[src/rtl/elevator_core_if.sv]
// Signal bundle between the elevator control core and its surroundings:
// floor sensors, hall calls and cabin buttons in, motor/door/monitor out.
interface elevator_core_if;
   logic       S1, S2, S3, S4;
   logic       U1, U2, U3, U4;
   logic       D1, D2, D3, D4;
   logic       F1, F2, F3, F4;
   logic       up;
   logic       down;
   logic       stop;
   logic [1:0] monitor;
   logic       open_door;

   // Environment side: drives sensors and buttons, watches the motor commands.
   modport master (
      output S1, S2, S3, S4,
      output U1, U2, U3, U4,
      output D1, D2, D3, D4,
      output F1, F2, F3, F4,
      input  up, down, stop, monitor, open_door
   );

   // Control-core side.
   modport slave (
      input  S1, S2, S3, S4,
      input  U1, U2, U3, U4,
      input  D1, D2, D3, D4,
      input  F1, F2, F3, F4,
      output up, down, stop, monitor, open_door
   );
endinterface

[src/rtl/elevator_core.sv]
// Four-floor elevator control core. Latches hall and cabin calls, tracks the
// current floor from the level sensors and sequences the car through
// IDLE / UP / DOWN / DOOR with registered Moore outputs.
module elevator_core #(
   parameter int DOOR_CYCLES = 2
) (
   input logic            clk,
   input logic            reset,
   elevator_core_if.slave elevBus
);

   localparam int CNT_W = (DOOR_CYCLES > 1) ? $clog2(DOOR_CYCLES) : 1;

   typedef enum logic [1:0] {
      IDLE = 2'd0,
      UP   = 2'd1,
      DOWN = 2'd2,
      DOOR = 2'd3
   } state_t;

   // Floors strictly above n.
   function automatic logic [3:0] aboveMask(input logic [1:0] n);
      return 4'b1110 << n;
   endfunction

   // Floors strictly below n.
   function automatic logic [3:0] belowMask(input logic [1:0] n);
      logic [3:0] atOrAbove;
      atOrAbove = 4'b1111 << n;
      return ~atOrAbove;
   endfunction

   state_t           r_state;
   logic [1:0]       r_curFloor;
   logic [3:0]       r_hup;
   logic [3:0]       r_hdn;
   logic [3:0]       r_cab;
   logic [CNT_W-1:0] r_doorCnt;
   logic             r_dirUp;
   logic             r_up;
   logic             r_down;
   logic             r_stop;
   logic             r_openDoor;

   state_t           w_nextState;
   logic [3:0]       w_sensor;
   logic [3:0]       w_upCall;
   logic [3:0]       w_dnCall;
   logic [3:0]       w_cabCall;
   logic             w_atFloor;
   logic [1:0]       w_sensorIdx;
   logic [3:0]       w_pending;
   logic             w_reqAboveSensor;
   logic             w_reqBelowSensor;
   logic             w_reqAboveCur;
   logic             w_reqBelowCur;
   logic             w_doorEntry;
   logic [1:0]       w_doorFloor;
   logic             w_entryDirUp;
   logic             w_nextDirUp;
   logic             w_beyond;
   logic [3:0]       w_floorMask;
   logic [3:0]       w_ignoreMask;
   logic [3:0]       w_clrHup;
   logic [3:0]       w_clrHdn;
   logic [3:0]       w_clrCab;

   assign w_sensor  = {elevBus.S4, elevBus.S3, elevBus.S2, elevBus.S1};
   assign w_upCall  = {elevBus.U4, elevBus.U3, elevBus.U2, elevBus.U1};
   assign w_dnCall  = {elevBus.D4, elevBus.D3, elevBus.D2, elevBus.D1};
   assign w_cabCall = {elevBus.F4, elevBus.F3, elevBus.F2, elevBus.F1};
   assign w_atFloor = |w_sensor;
   assign w_pending = r_hup | r_hdn | r_cab;

   assign w_reqAboveSensor = |(w_pending & aboveMask(w_sensorIdx));
   assign w_reqBelowSensor = |(w_pending & belowMask(w_sensorIdx));
   assign w_reqAboveCur    = |(w_pending & aboveMask(r_curFloor));
   assign w_reqBelowCur    = |(w_pending & belowMask(r_curFloor));

   assign elevBus.up        = r_up;
   assign elevBus.down      = r_down;
   assign elevBus.stop      = r_stop;
   assign elevBus.monitor   = r_curFloor;
   assign elevBus.open_door = r_openDoor;

   // Resolve which floor the car is level with; the lowest active sensor wins
   // if several read high at once.
   always_comb begin
      w_sensorIdx = 2'd0;
      if (w_sensor[0]) begin
         w_sensorIdx = 2'd0;
      end else if (w_sensor[1]) begin
         w_sensorIdx = 2'd1;
      end else if (w_sensor[2]) begin
         w_sensorIdx = 2'd2;
      end else if (w_sensor[3]) begin
         w_sensorIdx = 2'd3;
      end
   end

   // Next-state selection, plus the floor and direction used when a stop begins.
   always_comb begin
      w_nextState  = r_state;
      w_nextDirUp  = r_dirUp;
      w_doorEntry  = 1'b0;
      w_doorFloor  = w_sensorIdx;
      w_entryDirUp = r_dirUp;
      case (r_state)
         IDLE: begin
            if (w_pending[r_curFloor] && w_sensor[r_curFloor]) begin
               w_nextState = DOOR;
               w_doorEntry = 1'b1;
               w_doorFloor = r_curFloor;
            end else if (w_reqAboveCur) begin
               w_nextState = UP;
               w_nextDirUp = 1'b1;
            end else if (w_reqBelowCur) begin
               w_nextState = DOWN;
               w_nextDirUp = 1'b0;
            end
         end
         UP: begin
            if (w_atFloor && (r_cab[w_sensorIdx] || r_hup[w_sensorIdx] ||
                              (r_hdn[w_sensorIdx] && !w_reqAboveSensor) ||
                              (w_sensorIdx == 2'd3))) begin
               w_nextState  = DOOR;
               w_doorEntry  = 1'b1;
               w_entryDirUp = 1'b1;
            end
         end
         DOWN: begin
            if (w_atFloor && (r_cab[w_sensorIdx] || r_hdn[w_sensorIdx] ||
                              (r_hup[w_sensorIdx] && !w_reqBelowSensor) ||
                              (w_sensorIdx == 2'd0))) begin
               w_nextState  = DOOR;
               w_doorEntry  = 1'b1;
               w_entryDirUp = 1'b0;
            end
         end
         DOOR: begin
            if (r_doorCnt == '0) begin
               if (r_dirUp) begin
                  if (w_reqAboveCur) begin
                     w_nextState = UP;
                  end else if (w_reqBelowCur) begin
                     w_nextState = DOWN;
                     w_nextDirUp = 1'b0;
                  end else begin
                     w_nextState = IDLE;
                  end
               end else begin
                  if (w_reqBelowCur) begin
                     w_nextState = DOWN;
                  end else if (w_reqAboveCur) begin
                     w_nextState = UP;
                     w_nextDirUp = 1'b1;
                  end else begin
                     w_nextState = IDLE;
                  end
               end
            end
         end
         default: w_nextState = IDLE;
      endcase
   end

   // Work out which latches a stop serves. Floor 4 and floor 1 calls have no
   // useful direction there, so both hall latches at the end floors go together.
   always_comb begin
      w_floorMask  = 4'b0001 << w_doorFloor;
      w_beyond     = w_entryDirUp ? |(w_pending & aboveMask(w_doorFloor))
                                  : |(w_pending & belowMask(w_doorFloor));
      w_clrCab     = 4'b0000;
      w_clrHup     = 4'b0000;
      w_clrHdn     = 4'b0000;
      w_ignoreMask = 4'b0000;
      if (w_doorEntry) begin
         w_clrCab = w_floorMask;
         if (w_entryDirUp || !w_beyond || (w_doorFloor == 2'd3)) begin
            w_clrHup = w_floorMask;
         end
         if (!w_entryDirUp || !w_beyond || (w_doorFloor == 2'd0)) begin
            w_clrHdn = w_floorMask;
         end
      end
      if (r_state == DOOR) begin
         w_ignoreMask = 4'b0001 << r_curFloor;
      end
   end

   // Request latches: set by any button press, cleared when the car stops to
   // serve them; presses at the open-door floor are dropped so the door
   // cannot be held in a re-open loop.
   always_ff @(posedge clk or negedge reset) begin
      if (!reset) begin
         r_hup <= 4'b0000;
         r_hdn <= 4'b0000;
         r_cab <= 4'b0000;
      end else begin
         r_hup <= (r_hup | (w_upCall & ~w_ignoreMask)) & ~w_clrHup;
         r_hdn <= (r_hdn | (w_dnCall & ~w_ignoreMask)) & ~w_clrHdn;
         r_cab <= (r_cab | (w_cabCall & ~w_ignoreMask)) & ~w_clrCab;
      end
   end

   // Current floor follows the level sensors and holds between floors.
   always_ff @(posedge clk or negedge reset) begin
      if (!reset) begin
         r_curFloor <= 2'd0;
      end else if (w_atFloor) begin
         r_curFloor <= w_sensorIdx;
      end
   end

   // State register, door timer and registered motor/door outputs.
   always_ff @(posedge clk or negedge reset) begin
      if (!reset) begin
         r_state    <= IDLE;
         r_dirUp    <= 1'b1;
         r_doorCnt  <= '0;
         r_up       <= 1'b0;
         r_down     <= 1'b0;
         r_stop     <= 1'b1;
         r_openDoor <= 1'b0;
      end else begin
         r_state <= w_nextState;
         r_dirUp <= w_nextDirUp;
         if (w_doorEntry) begin
            r_doorCnt <= CNT_W'(DOOR_CYCLES - 1);
         end else if ((r_state == DOOR) && (r_doorCnt != '0)) begin
            r_doorCnt <= r_doorCnt - CNT_W'(1);
         end
         r_up       <= (w_nextState == UP);
         r_down     <= (w_nextState == DOWN);
         r_stop     <= (w_nextState == IDLE) || (w_nextState == DOOR);
         r_openDoor <= (w_nextState == DOOR);
      end
   end

endmodule

[src/flat_wrapper.sv]
// flat-port wrapper written by rule: the top's interface ports become plain ports
module elevator_core_flat 
#(
   parameter int DOOR_CYCLES = 2
)
  (clk, reset, elevBus_S1, elevBus_S2, elevBus_S3, elevBus_S4, elevBus_U1, elevBus_U2, elevBus_U3, elevBus_U4, elevBus_D1, elevBus_D2, elevBus_D3, elevBus_D4, elevBus_F1, elevBus_F2, elevBus_F3, elevBus_F4, elevBus_up, elevBus_down, elevBus_stop, elevBus_monitor, elevBus_open_door);
  elevator_core_if elevBus_i ();
  input logic clk;
  input logic reset;
  input wire logic [$bits(elevBus_i.S1)-1:0] elevBus_S1;
  input wire logic [$bits(elevBus_i.S2)-1:0] elevBus_S2;
  input wire logic [$bits(elevBus_i.S3)-1:0] elevBus_S3;
  input wire logic [$bits(elevBus_i.S4)-1:0] elevBus_S4;
  input wire logic [$bits(elevBus_i.U1)-1:0] elevBus_U1;
  input wire logic [$bits(elevBus_i.U2)-1:0] elevBus_U2;
  input wire logic [$bits(elevBus_i.U3)-1:0] elevBus_U3;
  input wire logic [$bits(elevBus_i.U4)-1:0] elevBus_U4;
  input wire logic [$bits(elevBus_i.D1)-1:0] elevBus_D1;
  input wire logic [$bits(elevBus_i.D2)-1:0] elevBus_D2;
  input wire logic [$bits(elevBus_i.D3)-1:0] elevBus_D3;
  input wire logic [$bits(elevBus_i.D4)-1:0] elevBus_D4;
  input wire logic [$bits(elevBus_i.F1)-1:0] elevBus_F1;
  input wire logic [$bits(elevBus_i.F2)-1:0] elevBus_F2;
  input wire logic [$bits(elevBus_i.F3)-1:0] elevBus_F3;
  input wire logic [$bits(elevBus_i.F4)-1:0] elevBus_F4;
  output wire logic [$bits(elevBus_i.up)-1:0] elevBus_up;
  output wire logic [$bits(elevBus_i.down)-1:0] elevBus_down;
  output wire logic [$bits(elevBus_i.stop)-1:0] elevBus_stop;
  output wire logic [$bits(elevBus_i.monitor)-1:0] elevBus_monitor;
  output wire logic [$bits(elevBus_i.open_door)-1:0] elevBus_open_door;
  assign elevBus_i.S1 = elevBus_S1;
  assign elevBus_i.S2 = elevBus_S2;
  assign elevBus_i.S3 = elevBus_S3;
  assign elevBus_i.S4 = elevBus_S4;
  assign elevBus_i.U1 = elevBus_U1;
  assign elevBus_i.U2 = elevBus_U2;
  assign elevBus_i.U3 = elevBus_U3;
  assign elevBus_i.U4 = elevBus_U4;
  assign elevBus_i.D1 = elevBus_D1;
  assign elevBus_i.D2 = elevBus_D2;
  assign elevBus_i.D3 = elevBus_D3;
  assign elevBus_i.D4 = elevBus_D4;
  assign elevBus_i.F1 = elevBus_F1;
  assign elevBus_i.F2 = elevBus_F2;
  assign elevBus_i.F3 = elevBus_F3;
  assign elevBus_i.F4 = elevBus_F4;
  assign elevBus_up = elevBus_i.up;
  assign elevBus_down = elevBus_i.down;
  assign elevBus_stop = elevBus_i.stop;
  assign elevBus_monitor = elevBus_i.monitor;
  assign elevBus_open_door = elevBus_i.open_door;
  elevator_core #(.DOOR_CYCLES(DOOR_CYCLES)) u_core (.clk(clk), .reset(reset), .elevBus(elevBus_i));
endmodule
[config.mk]
export PLATFORM = sky130hd
export DESIGN_NAME = elevator_core_flat
export DESIGN_NICKNAME = d
export VERILOG_FILES = /design/src/rtl/elevator_core_if.sv /design/src/rtl/elevator_core.sv /design/src/flat_wrapper.sv
export SDC_FILE = /design/constraint.sdc
export NUM_CORES = 1
export LEC_CHECK = 0
export CORE_MARGIN = 5
export CORE_UTILIZATION = 48
export DETAILED_ROUTE_END_ITERATION = 12
export PLACE_DENSITY_LB_ADDON = 0.25
export RECOVER_POWER = 25
export SLEW_MARGIN = 10
export SYNTH_ARGS = -nofsm -noshare
export SYNTH_HDL_FRONTEND = slang
export SYNTH_SLANG_ARGS = --single-unit
[constraint.sdc]
create_clock -name clk -period 2 [get_ports clk]
set_input_delay 0.6 -clock clk [delete_from_list [all_inputs] [get_ports clk]]
set_output_delay 0.6 -clock clk [all_outputs]
set_load 0.005 [all_outputs]
Word level (Yosys, flattened, before mapping):

Cells that the tools add are included.

* output and inout port bits: 6
* logic and storage cells: 146
* bits in registers: 22
* input bits: 18

* reductions and logical operators: 35
* bitwise gates (word level): 24
* $lt $le $gt $ge: 2
* add/sub/neg operators: 1
* equality and inequality tests: 11
* shift-type cells: 8
* mux-type cells: 54

Operator list (number)
* 4-bit bitwise AND: 12
* 2-bit two-way mux: 16
* 4-bit inverter: 7
* 4-bit OR reduction: 7
* 4-bit two-way mux: 6
* 4-bit by 2-bit left shift with 4-bit output (first input constant): 6
* 1-bit two-way mux: 23
* 4-bit OR: 5
* 2-bit equality test (second input constant): 6
* 1-bit logical OR: 11
* 1-bit binary-select mux with 2-bit select: 5
* 2-bit logical NOT: 4
* 2-bit case mux with 4 select lines: 1
* 1-bit by 2-bit left shift with 4-bit output (first input constant): 2
* 1-bit logical AND: 6
* 2-bit by 3-bit < comparator with 1-bit output (second input constant): 2
* 2-bit by 1-bit equality test with 1-bit output (second input constant): 2
* 1-bit logical NOT: 4
* 2-bit != test (second input constant): 2
* 1-bit case mux with 2 select lines: 2
* 4-bit AND reduction: 1
* 2-bit nonzero test: 2
* 3-bit by 1-bit != test with 1-bit output (second input constant): 1
* 1-bit case mux with 3 select lines: 1
* 1-bit subtractor (second input constant): 1

Depth between registers and ports, before layout:

Gate-level depths: netlist of run 1.

* depth in word-level cells: 23
* mapped depth: 9
* gate-level depth less buffers: 8

Worst setup path after synthesis of run 1:

OpenSTA, ideal clock, no wires.

* kind: input -> register
* from: in elevBus_S3
* to: reg u_core.r_stop, in the netlist u_core.elevBus.stop
* data required time: 1.917 ns
* slack: -0.368 ns
* cell stages on the path: 9
* buffers on the path: 1
* library setup time: 0.083 ns
* arrival time: 2.285 ns
* cell sequence: buf_2 -> nand2b_1 -> a21oi_2 -> mux2i_1 -> o211a_1 -> nor2_1 -> o41ai_1 -> nand2_1 -> ha_1

* word-level cells in the longest chain between the ends: 16
* elaborated cells on any way between the ends: 41
* classes of those cells: 2 x eq/ne; 2 x shift; 15 x mux; 3 x bitwise; 19 x reduce/logical

Ends and longest elaborated chain
* from (decl): line flat_wrapper.sv:12 `input wire logic [$bits(elevBus_i.S3)-1:0] elevBus_S3;`
* 2-bit two-way mux: line elevator_core.sv:94 `end else if (w_sensor[2]) begin`
* 2-bit two-way mux: line elevator_core.sv:92 `end else if (w_sensor[1]) begin`
* 2-bit two-way mux: line elevator_core.sv:90 `if (w_sensor[0]) begin`
* 4-bit by 2-bit left shift with 4-bit output: line elevator_core.sv:29 `atOrAbove = 4'b1111 << n;`
* 4-bit inverter: line elevator_core.sv:30 `return ~atOrAbove;`
* 4-bit bitwise AND: line elevator_core.sv:76 `assign w_reqBelowSensor = |(w_pending & belowMask(w_sensorIdx));`
* 4-bit OR reduction: line elevator_core.sv:76
* 1-bit logical NOT: line elevator_core.sv:133 `(r_hup[w_sensorIdx] && !w_reqBelowSensor) ||`
* 1-bit logical AND: line elevator_core.sv:133
* 1-bit logical OR: line elevator_core.sv:132 `if (w_atFloor && (r_cab[w_sensorIdx] || r_hdn[w_sensorIdx] ||`
* 1-bit logical OR: line elevator_core.sv:133
* 1-bit logical AND: line elevator_core.sv:132
* 2-bit two-way mux: line elevator_core.sv:132
* 2-bit case mux with 4 select lines (*): line elevator_core.sv:108 `case (r_state)`
* net u_core.w_nextState[0]: line elevator_core.sv:45 `state_t w_nextState;`
* 2-bit equality test / 2-bit logical NOT (equally long branches): line elevator_core.sv:235 `r_stop <= (w_nextState == IDLE) || (w_nextState == DOOR);`
* 1-bit logical OR (*): line elevator_core.sv:235
* to (signal assigned): line elevator_core.sv:235
* to (decl): line elevator_core.sv:42 `logic r_stop;`

Mark *: on every way through the listed nets, which the timed path passes. The rest lies on a longest branch. The select of a mux whose other input is x is not followed.
A chain may end at the register's enable or synchronous reset.

Worst setup path after layout of run 1:

* from: reg u_core.r_hdn[2]
* to: reg u_core.r_openDoor, in the netlist u_core.elevBus.open_door

* word-level cells in the longest chain between the ends: 12
* elaborated cells on any way between the ends: 39
* classes of those cells: 1 x eq/ne; 16 x mux; 6 x bitwise; 16 x reduce/logical

Ends and longest elaborated chain
* from (decl): line elevator_core.sv:36 `logic [3:0] r_hdn;`
* from (signal assigned): line elevator_core.sv:201 `r_hdn <= (r_hdn | (w_dnCall & ~w_ignoreMask)) & ~w_clrHdn;`
* 4-bit OR (2 in series): line elevator_core.sv:73 `assign w_pending = r_hup | r_hdn | r_cab;`
* 4-bit bitwise AND, on equally long branches: line elevator_core.sv:76, elevator_core.sv:75
* 4-bit OR reduction, on equally long branches: line elevator_core.sv:76, elevator_core.sv:75
* 1-bit logical NOT, on equally long branches: line elevator_core.sv:133, elevator_core.sv:124
* 1-bit logical AND, on equally long branches: line elevator_core.sv:133, elevator_core.sv:124
* 1-bit logical OR, on equally long branches: line elevator_core.sv:132, elevator_core.sv:123
* 1-bit logical OR, on equally long branches: line elevator_core.sv:133, elevator_core.sv:124
* 1-bit logical AND, on equally long branches: line elevator_core.sv:132, elevator_core.sv:123
* 2-bit two-way mux, on equally long branches: line elevator_core.sv:132, elevator_core.sv:123
* 2-bit case mux with 4 select lines (*): line elevator_core.sv:108
* net u_core.w_nextState[1]: line elevator_core.sv:45
* 2-bit equality test (*): line elevator_core.sv:236 `r_openDoor <= (w_nextState == DOOR);`
* to (signal assigned): line elevator_core.sv:236
* to (decl): line elevator_core.sv:43 `logic r_openDoor;`

Marked as above.

==> results.cfg, run 1 <==
[grt]
grt_pass1_wl_um = 9570
grt_pass1_vias = 1962
grt_usage_pct = 28.8
antenna_found_initial = 0
grt_max_degree = 23
overflow = 0

[worst_setup_path]
slowest_delay_ns = 0.47
cp_cell_sequence = nor3_1 -> buf_4 -> a21oi_1 -> a21oi_2 -> nor2_1 -> o31ai_1 -> nand2_1 -> buf_6 -> a31oi_4 -> ha_2
crit_arrival_ns = 2.52
crit_type = flip-flop to flip-flop
startpoint_type = flip-flop
r2r-end = u_core.elevBus.open_door
r2r-start = u_core.r_hdn[2]
rrSetupSlack_ns = -0.26
worst-path-buf-inv = 2
crit_path_top_delay_cell = dfrtp_1
rr_worst_depth = 10
crit_family = compound AO/OA/AOI/OAI gates
worstSetupEndpointType = flip-flop
path_max_fanout = 4
crit_required_ns = 2.27

[worst_hold_path]
hold_end = u_core.r_dirUp
worstHoldStart = u_core.r_dirUp
min_path_cells = 2
min_path_type = flip-flop to flip-flop

[die]
coreArea_um2 = 3080
core.rowCount = 20
die_area_um2 = 4480
die_w_um = 66.9
initial_core_util_pct = 50.5
die_y_um = 66.9
ioPinCount = 24

[power_and_ir_drop]
ir_worst_vdd_mv = 1.02
finalPower_mw = 3.26
p_leak_nw = 1.21
power.density_nw_per_um2 = 1160

[place]
place_inst = 294
place_ws_ns = -0.865
gp_congestion = 1.00
hpwlAfterDp_um = 4170
io_buffer_count = 23

[cells_and_area]
ff_latch_area_um2 = 557
multiInputGateArea_um2 = 1190
drive_above_1_share_pct = 53.3
fin_nets = 301
fin_cells = 318
fill_cells = 133
area_delta_synth_final_pct = 80.5
diodes = 0

[clock_network]
cts_hold_buffers = 0
cts_made_buffers = 3
cts_sinks = 22
htree_levels = 1
cts_buffer_depth = 2
cts_tree = done
cts-root-buf = clkbuf_4
clkLatencyLatePin_ns = 0.32
clk_pin_slew_ns = 0.14

[logic_synthesis]
ys.flop_type = dfrtp_1
synth_top_family_by_area = compound AO/OA/AOI/OAI gates
synth_xor_area_share_pct = 0
yosys.area_share.simple_pct = 17.1
synth_cell_types = 52
ys_seq_area_share_pct = 35.6
ys_ff_latch = 22
synthMuxAreaShare_pct = 1.93
syn_area_per_cell_um2 = 8.94
syn_nets = 200
synthArstFlopShare_pct = 100
ys_warn_count = 0
synth_compound_area_share_pct = 33.5
synth_area_um2 = 1560
synth-edff-count = 0
postSynthCellCount = 174
synthAdderAreaFrac_pct = 6.44

[timing]
drv_slew = 0
whs_ns = 0.570
fmax_ghz = 0.443
layout_setup_ws_ns = -0.256
fin_skew_ns = 0.00401
relSlewSlack_pct = 15.6
worstMarginPinSlew_ns = 1.27
rsz0062_at_grt = true
finalSetupViolations = 18
hold_viol = 0
period_needed_ns = 2.26
post-route-period-util_pct = 113

[detailed_routing]
final_antenna_net_count = 0
num_vias = 2071
drc = 0
drtIter0Drc = 261
wl_um = 6940
drt_first_pass_iters = 6
viasPerCell = 6.51
wl_per_cell_um = 21.8

[outcome]
violations = setup timing
status = finished with violations

[job]
drv_cap = 0
[sequential cells by signal, summed over array words and instances, names as in the netlist]
| signal | flops |
|---|---|
| u_core.elevBus.open_door | 1 |
| u_core.elevBus.stop | 1 |
| u_core.elevBus.up | 1 |
| u_core.r_cab | 4 |
| u_core.elevBus.monitor | 2 |
| u_core.elevBus.down | 1 |
| u_core.r_hup | 4 |
| u_core.r_dirUp | 1 |
| u_core.r_state | 2 |
| u_core.r_doorCnt | 1 |
| u_core.r_hdn | 4 |
[logic make-up after synthesis]
| logic type | Yosys count |
|---|---|
| compound gates | 75 |
| simple gates | 50 |
| flops | 22 |
| buf+inv | 16 |
| fa+ha+maj | 8 |
| mux | 3 |
[what timing repair did]
action | in CTS | in global routing
pin swaps | 19 | 20
endpoints found under the setup margin | 20 | 23
setup buffers | 15 | 6
gates resized for setup | 40 | 31
[metal layers]
layer / track usage, % / wire (um)
met1: 37.4 / 2620
met2: 48.3 / 3290
met3: 4.05 / 585
met4: 10.6 / 442
met5: 0 / 0
[cell usage in the layout, fill, tap and decap left out, types with 3 or more instances in the layout]
master           netlist  layout
a21oi_1               30      21
dfrtp_2                0       3
nor2_1                10       8
clkbuf_4               0       3
dfrtp_1               20      17
buf_12                 0       5
nor2_4                 0       3
a21oi_2                1       9
clkdlybuf4s50_1        0      18
inv_1                  9       8
mux2i_1                3       3
nor3_4                 0       3
nand2_1               11      10
buf_6                  2      14
o21ai_0                8       7
buf_4                  0      60
ha_1                   8       6
nand3_1                5       5
[worst max-delay path by stage]
stage	start	endpoint	slack (ns)	cells past startpoint
after floorplan	elevBus_S3	u_core.elevBus.stop	-0.11	9
final	u_core.r_hdn[2]	u_core.elevBus.open_door	-0.26	10
after CTS	elevBus_S4	u_core.elevBus.stop	-0.23	11
after global placement	elevBus_S1	u_core.r_hdn[2]	-0.83	9
after detailed placement	elevBus_S2	u_core.elevBus.stop	-0.87	10
after global routing	u_core.r_hup[2]	u_core.elevBus.open_door	-0.36	10
[worst min-delay path, stage by stage (launching register included)]
cell,delay (ns)
dfstp_2,0.42
nor2_1,0.11
a21oi_1,0.05
[per-stage QoR]
| stage | TNS (ns) | instance area (um^2) | util (%) |
|---|---|---|---|
| floorplan | -1.03 | 1660 | - |
| global route | -4.94 | 2810 | 91.2 |
| global placement | -14.91 | 2370 | 77.1 |
| finish | -3.72 | 2810 | 91.2 |
| detailed placement | -15.16 | 2370 | 77.1 |
| CTS | -2.33 | 2650 | 86.1 |
[layout make-up]
| type | instances | share of cell area, % |
|---|---|---|
| clock buffers | 4 | 1.29 |
| inverters | 10 | 1.52 |
| multi-input cells | 136 | 42.3 |
| flip-flops and latches | 22 | 19.8 |
| well taps | 44 | 1.96 |
| repair buffers | 102 | 33.1 |
[Yosys cell counts, types with 3 or more instances]
master / count / share of area [%]
a21oi_1: 30 / 9.7
a31oi_1: 4 / 1.6
and3_1: 3 / 1.2
dfrtp_1: 20 / 32
ha_1: 8 / 6.4
inv_1: 9 / 2.2
mux2i_1: 3 / 1.9
nand2_1: 11 / 2.7
nand2b_1: 3 / 1.2
nand3_1: 5 / 1.6
nor2_1: 10 / 2.4
nor3_1: 4 / 1.3
o21ai_0: 8 / 2.6
o221ai_1: 3 / 1.7
o22ai_1: 3 / 1.2
[where the power goes]
part	switching (mW)	internal, mW	leakage, nW
registers	0.160	0.624	0.231
clock network	0.149	0.111	0.0210
logic	1.12	1.09	0.963
No activity file was read; power rests on OpenSTA's default activity.
==> run 2: changes to the inputs <==
- CORE_ASPECT_RATIO: default -> 1.4
==> results.cfg, run 2 (synthesis results as in run 1) <==
[outcome]
status = finished with violations
violations = setup timing

[detailed_routing]
wl_um = 6730
final_antenna_net_count = 0
drt_first_pass_iters = 7
drc = 0
wl_per_cell_um = 22.4
drtIter0Drc = 149
num_vias = 1968
viasPerCell = 6.54

[timing]
post-route-period-util_pct = 113
worstMarginPinSlew_ns = 0.577
fmax_ghz = 0.442
finalSetupTns_ns = -3.35
layout_setup_ws_ns = -0.265
fin_skew_ns = 0.00555
relSlewSlack_pct = 61.5
drv_slew = 0
period_needed_ns = 2.26
hold_viol = 0
whs_ns = 0.536
rsz0062_at_grt = true
finalSetupViolations = 19

[grt]
grt_pass1_wl_um = 10600
grt_pass1_vias = 2167
grt_usage_pct = 30.8
antenna_found_initial = 0
overflow = 0
grt_max_degree = 23

[die]
ioPinCount = 24
die_area_um2 = 4490
core.rowCount = 24
die_w_um = 58.1
die_y_um = 77.4
coreArea_um2 = 3120
initial_core_util_pct = 49.8

[power_and_ir_drop]
finalPower_mw = 3.37
power.density_nw_per_um2 = 1230
ir_worst_vdd_mv = 1.28
p_sw_share_pct = 42.0
switchingPower_mw = 1.42
comb_power_share_pct = 64.3
p_int_mw = 1.95
seqPwrFrac_pct = 22.8
p_leak_nw = 1.16
clkPwrFrac_pct = 12.9

[cells_and_area]
final_area_um2 = 2740
final_cell_mix = buf_4, a21oi_1, dfrtp_1
layout_commonest_cell = buf_4
fin_nets = 289
fin_cells = 301
largestRegisters = u_core.r_cab x4, u_core.r_hdn x4, u_core.r_hup x4
final_util_pct = 87.7
drive_above_1_share_pct = 50.8
area_delta_synth_final_pct = 76.1
diodes = 0
fill_cells = 157

[clock_network]
cts_hold_buffers = 0
clk_pin_slew_ns = 0.09
cts-root-buf = clkbuf_8
clkLatencyLatePin_ns = 0.27
cts_sinks = 22
cts_tree = done
cts_buffer_depth = 2
htree_levels = 1
cts_made_buffers = 3

[place]
io_buffer_count = 23
place_inst = 286
placed_area_um2 = 2320
gp_congestion = 0.892
place_ws_ns = -0.822
hpwlAfterDp_um = 4030

[worst_setup_path]
cp_cell_sequence = nor3_4 -> and2_4 -> o2111ai_2 -> o211a_1 -> o211a_1 -> nor2_4 -> buf_12 -> buf_12 -> a21oi_2
crit_type = flip-flop to flip-flop
crit_required_ns = 2.16
rr_worst_depth = 9
crit_path_top_delay_cell = dfrtp_1
slowest_delay_ns = 0.45
path_max_fanout = 6
startpoint_type = flip-flop
worstSetupEndpointType = flip-flop
crit_arrival_ns = 2.43

[worst_hold_path]
min_path_cells = 2
min_path_type = flip-flop to flip-flop

[job]
drv_cap = 0
## run 2: critical path, delay by kind of cell (launching register included)
family | cells | cell delay, ns
AOI/OAI and AO/OA | 4 | 0.74
and+or+nand+nor | 3 | 0.73
DFF | 1 | 0.45
buffers and inverters | 2 | 0.25
## run 2: final cells by class
cell class,instances,area (um^2),area share (%)
Clock buffer,3,41.3,1.51
Sequential cell,22,554,20.2
Clock inverter,1,30.0,1.10
Tap cell,39,48.8,1.78
Inverter,10,42.5,1.55
Timing Repair Buffer,90,813,29.7
Multi-Input combinational cell,136,1210,44.1
## run 2: layer usage
layer / vias to the layer above / routed length (um) / track usage (%)
met4: 0 / 535 / 22.5
met1: 923 / 2270 / 31.8
met2: 142 / 3470 / 53.8
met5: - / 0 / 0
li1: 843 / - / -
met3: 60 / 456 / 5.65
## run 2: path summary, 6_finish.rpt
| path | slack (ns) | from | endpoint |
|---|---|---|---|
| max | -0.26 | u_core.r_hdn[1] | u_core.r_hdn[0] |
| min | 0.54 | u_core.r_dirUp | u_core.r_dirUp |
| max reg2reg | -0.26 | u_core.r_hdn[1] | u_core.r_hdn[0] |
| min reg2reg | 0.54 | u_core.r_dirUp | u_core.r_dirUp |
| max in group asynchronous | 0.75 | reset | u_core.elevBus.monitor[1] |
| min in group asynchronous | 0.85 | reset | u_core.elevBus.monitor[0] |
## run 2: power by group through the flow
| stage | Combinational [mW] | Sequential (mW) | Clock [mW] |
|---|---|---|---|
| after detailed placement | 1.63 | 0.742 | 0 |
| after global placement | 1.58 | 0.730 | 0 |
| final | 2.17 | 0.769 | 0.434 |
| after CTS | 2.02 | 0.751 | 0.430 |
| after global routing | 2.31 | 0.790 | 0.467 |
| after floorplan | 0.899 | 0.746 | 0 |
## run 2: repair_timing
| item | 4_1_cts | 5_1_grt |
|---|---|---|
| buffers inserted | 9 | 2 |
| gates cloned | 2 | 0 |
| pin swaps | 17 | 20 |
| gates resized for setup | 58 | 11 |
| endpoints found under the setup margin | 20 | 20 |
==> variant (flow settings as in run 1) <==
Re-encode `state_t` (4 states) as one-hot, 4 bits wide.
--- a/src/rtl/elevator_core.sv
+++ b/src/rtl/elevator_core.sv
@@ -11,11 +11,11 @@
 
    localparam int CNT_W = (DOOR_CYCLES > 1) ? $clog2(DOOR_CYCLES) : 1;
 
-   typedef enum logic [1:0] {
-      IDLE = 2'd0,
-      UP   = 2'd1,
-      DOWN = 2'd2,
-      DOOR = 2'd3
+   typedef enum logic [3:0] {
+      IDLE = 4'b0001,
+      UP   = 4'b0010,
+      DOWN = 4'b0100,
+      DOOR = 4'b1000
    } state_t;
 
    // Floors strictly above n.
Formal check against the unedited RTL: same outputs for any inputs over 4 cycles, from zero or initial values and one cycle with reset low; so few cycles prove little.
==> variant against run 1 <==
The flow still finishes with violations (negative setup slack); die area is 1.4% lower; total power fell by 27%; via count shrank 8.8%; synthesized area is 1.6% lower; cell area shrank 10%; sequential cell count increased by 2; cell count is 0.31% lower; setup slack lost 0.027 ns; wire length shrank 15%; core utilization shrank 8.7 points; combinational power shrank 40%; largest cell class unchanged; largest power group unchanged; highest routed layer unchanged.
==> variant: results (changes against run 1) <==
cp_data_arrival_time_ns: 2.56  # +0.04 ns
dpl-instance-area_sq_um: 2280  # -4.0%
min_to: "u_core.r_dirUp$_DFFE_PN1P_"
reg2regPathDepth: 7  # -3
setup_viol: 19  # +1
tightest_slew_ns: 0.632  # -0.634 ns
gp_congestion: 0.923  # -7.7%
clkTransAtPathRegs_ns: 0.14  # about the same
critPathMaxStageDelay_ns: 0.41  # -0.06 ns
ctsRootBufferMaster: "clkbuf_4"
synthMuxAreaShare_pct: 1.72  # -0.21 points
synthXorXnorAreaFrac_pct: 0.572  # +0.57 points
dp_cells: 302  # +2.7%
vias_per_cell: 5.96  # -8.5%
failed_checks: "negative setup slack"
grt_pass1_wl_um: 9340  # -2.4%
finalNetCount: 292  # -3.0%
endpoint: "u_core.r_hup[2]$_DFF_PN0_"
yosysSeqAreaShare_pct: 39.5  # +3.9 points
whs_ns: 0.551  # -0.0194 ns
netlist_top_cells_area: "dfrtp_1, a21oi_1, o21ai_0"
syn_nets: 197  # -1.5%
grt_max_degree: 25  # +8.7%
ir_worst_vdd_v: 0.000701  # -31%
finalWorstSetupSlack_ns: -0.283  # -0.0271 ns
drt_wl_total_um: 5910  # -15%
drt_iter0_markers: 175  # -33%
status: "finished with violations"
cpMaxStageDelayCell: "dfrtp_1"
dp_hpwl_um: 4330  # +4.0%
synth-async-reset-ratio_pct: 100  # unchanged
synth.distinct_cells: 46  # -12%
grt_pass1_vias: 1977  # +0.76%
dp_slack_ns: -0.906  # -0.0407 ns
crit_start: "u_core.r_hup[2]$_DFF_PN0_"
cp_max_fo: 3  # -1
avgSynthCellArea_sq_um: 8.55  # -4.4%
synth_fa_ha_area_share_pct: 0  # -6.4 points
synth-compound-area-share_pct: 32.0  # -1.6 points
critPathTopFamily: "compound AO/OA/AOI/OAI gates"
synth_common_cells: "a21oi_1, dfrtp_1, o21ai_0"
layout-drive-gt1-share_pct: 44.0  # -9.3 points
p_leak_nw: 1.09  # -10%
grt_use_total_pct: 28.6  # -0.25 points
vias: 1889  # -8.8%
finalSetupTns_ns: -2.12  # +1.60 ns
skew_ns: 0.00153  # -0.00248 ns
min_from: "u_core.r_dirUp$_DFFE_PN1P_"
==> variant: what timing repair did <==
action / CTS / global route
endpoints found under the setup margin: 24 / 23
buffers inserted: 8 / 4
resized for setup: 39 / 18
pin swaps: 11 / 8
==> variant: report_power, final <==
part | switching [W] | internal (W) | total, W
Sequential | 0.000146 | 0.000639 | 0.000784
Clock | 0.000165 | 0.000112 | 0.000277
Combinational | 0.000616 | 0.000704 | 0.00132
Total | 0.000927 | 0.00145 | 0.00238
==> variant: cell type report <==
cell class / instances / area, sq um
fillers: 195 / 536
inverters: 5 / 18.8
flip-flops and latches: 24 / 604
well taps: 44 / 55.1
repair buffers: 95 / 786
clock buffers: 4 / 36.3
multi-input cells: 145 / 1020
==> variant: per-layer routing <==
metal,vias to the layer above,track usage [%],wire (um)
li1,868,-,-
met1,894,35.9,2400
met2,112,47.3,2850
met3,15,4.55,494
met4,0,14.0,167
met5,-,0,0
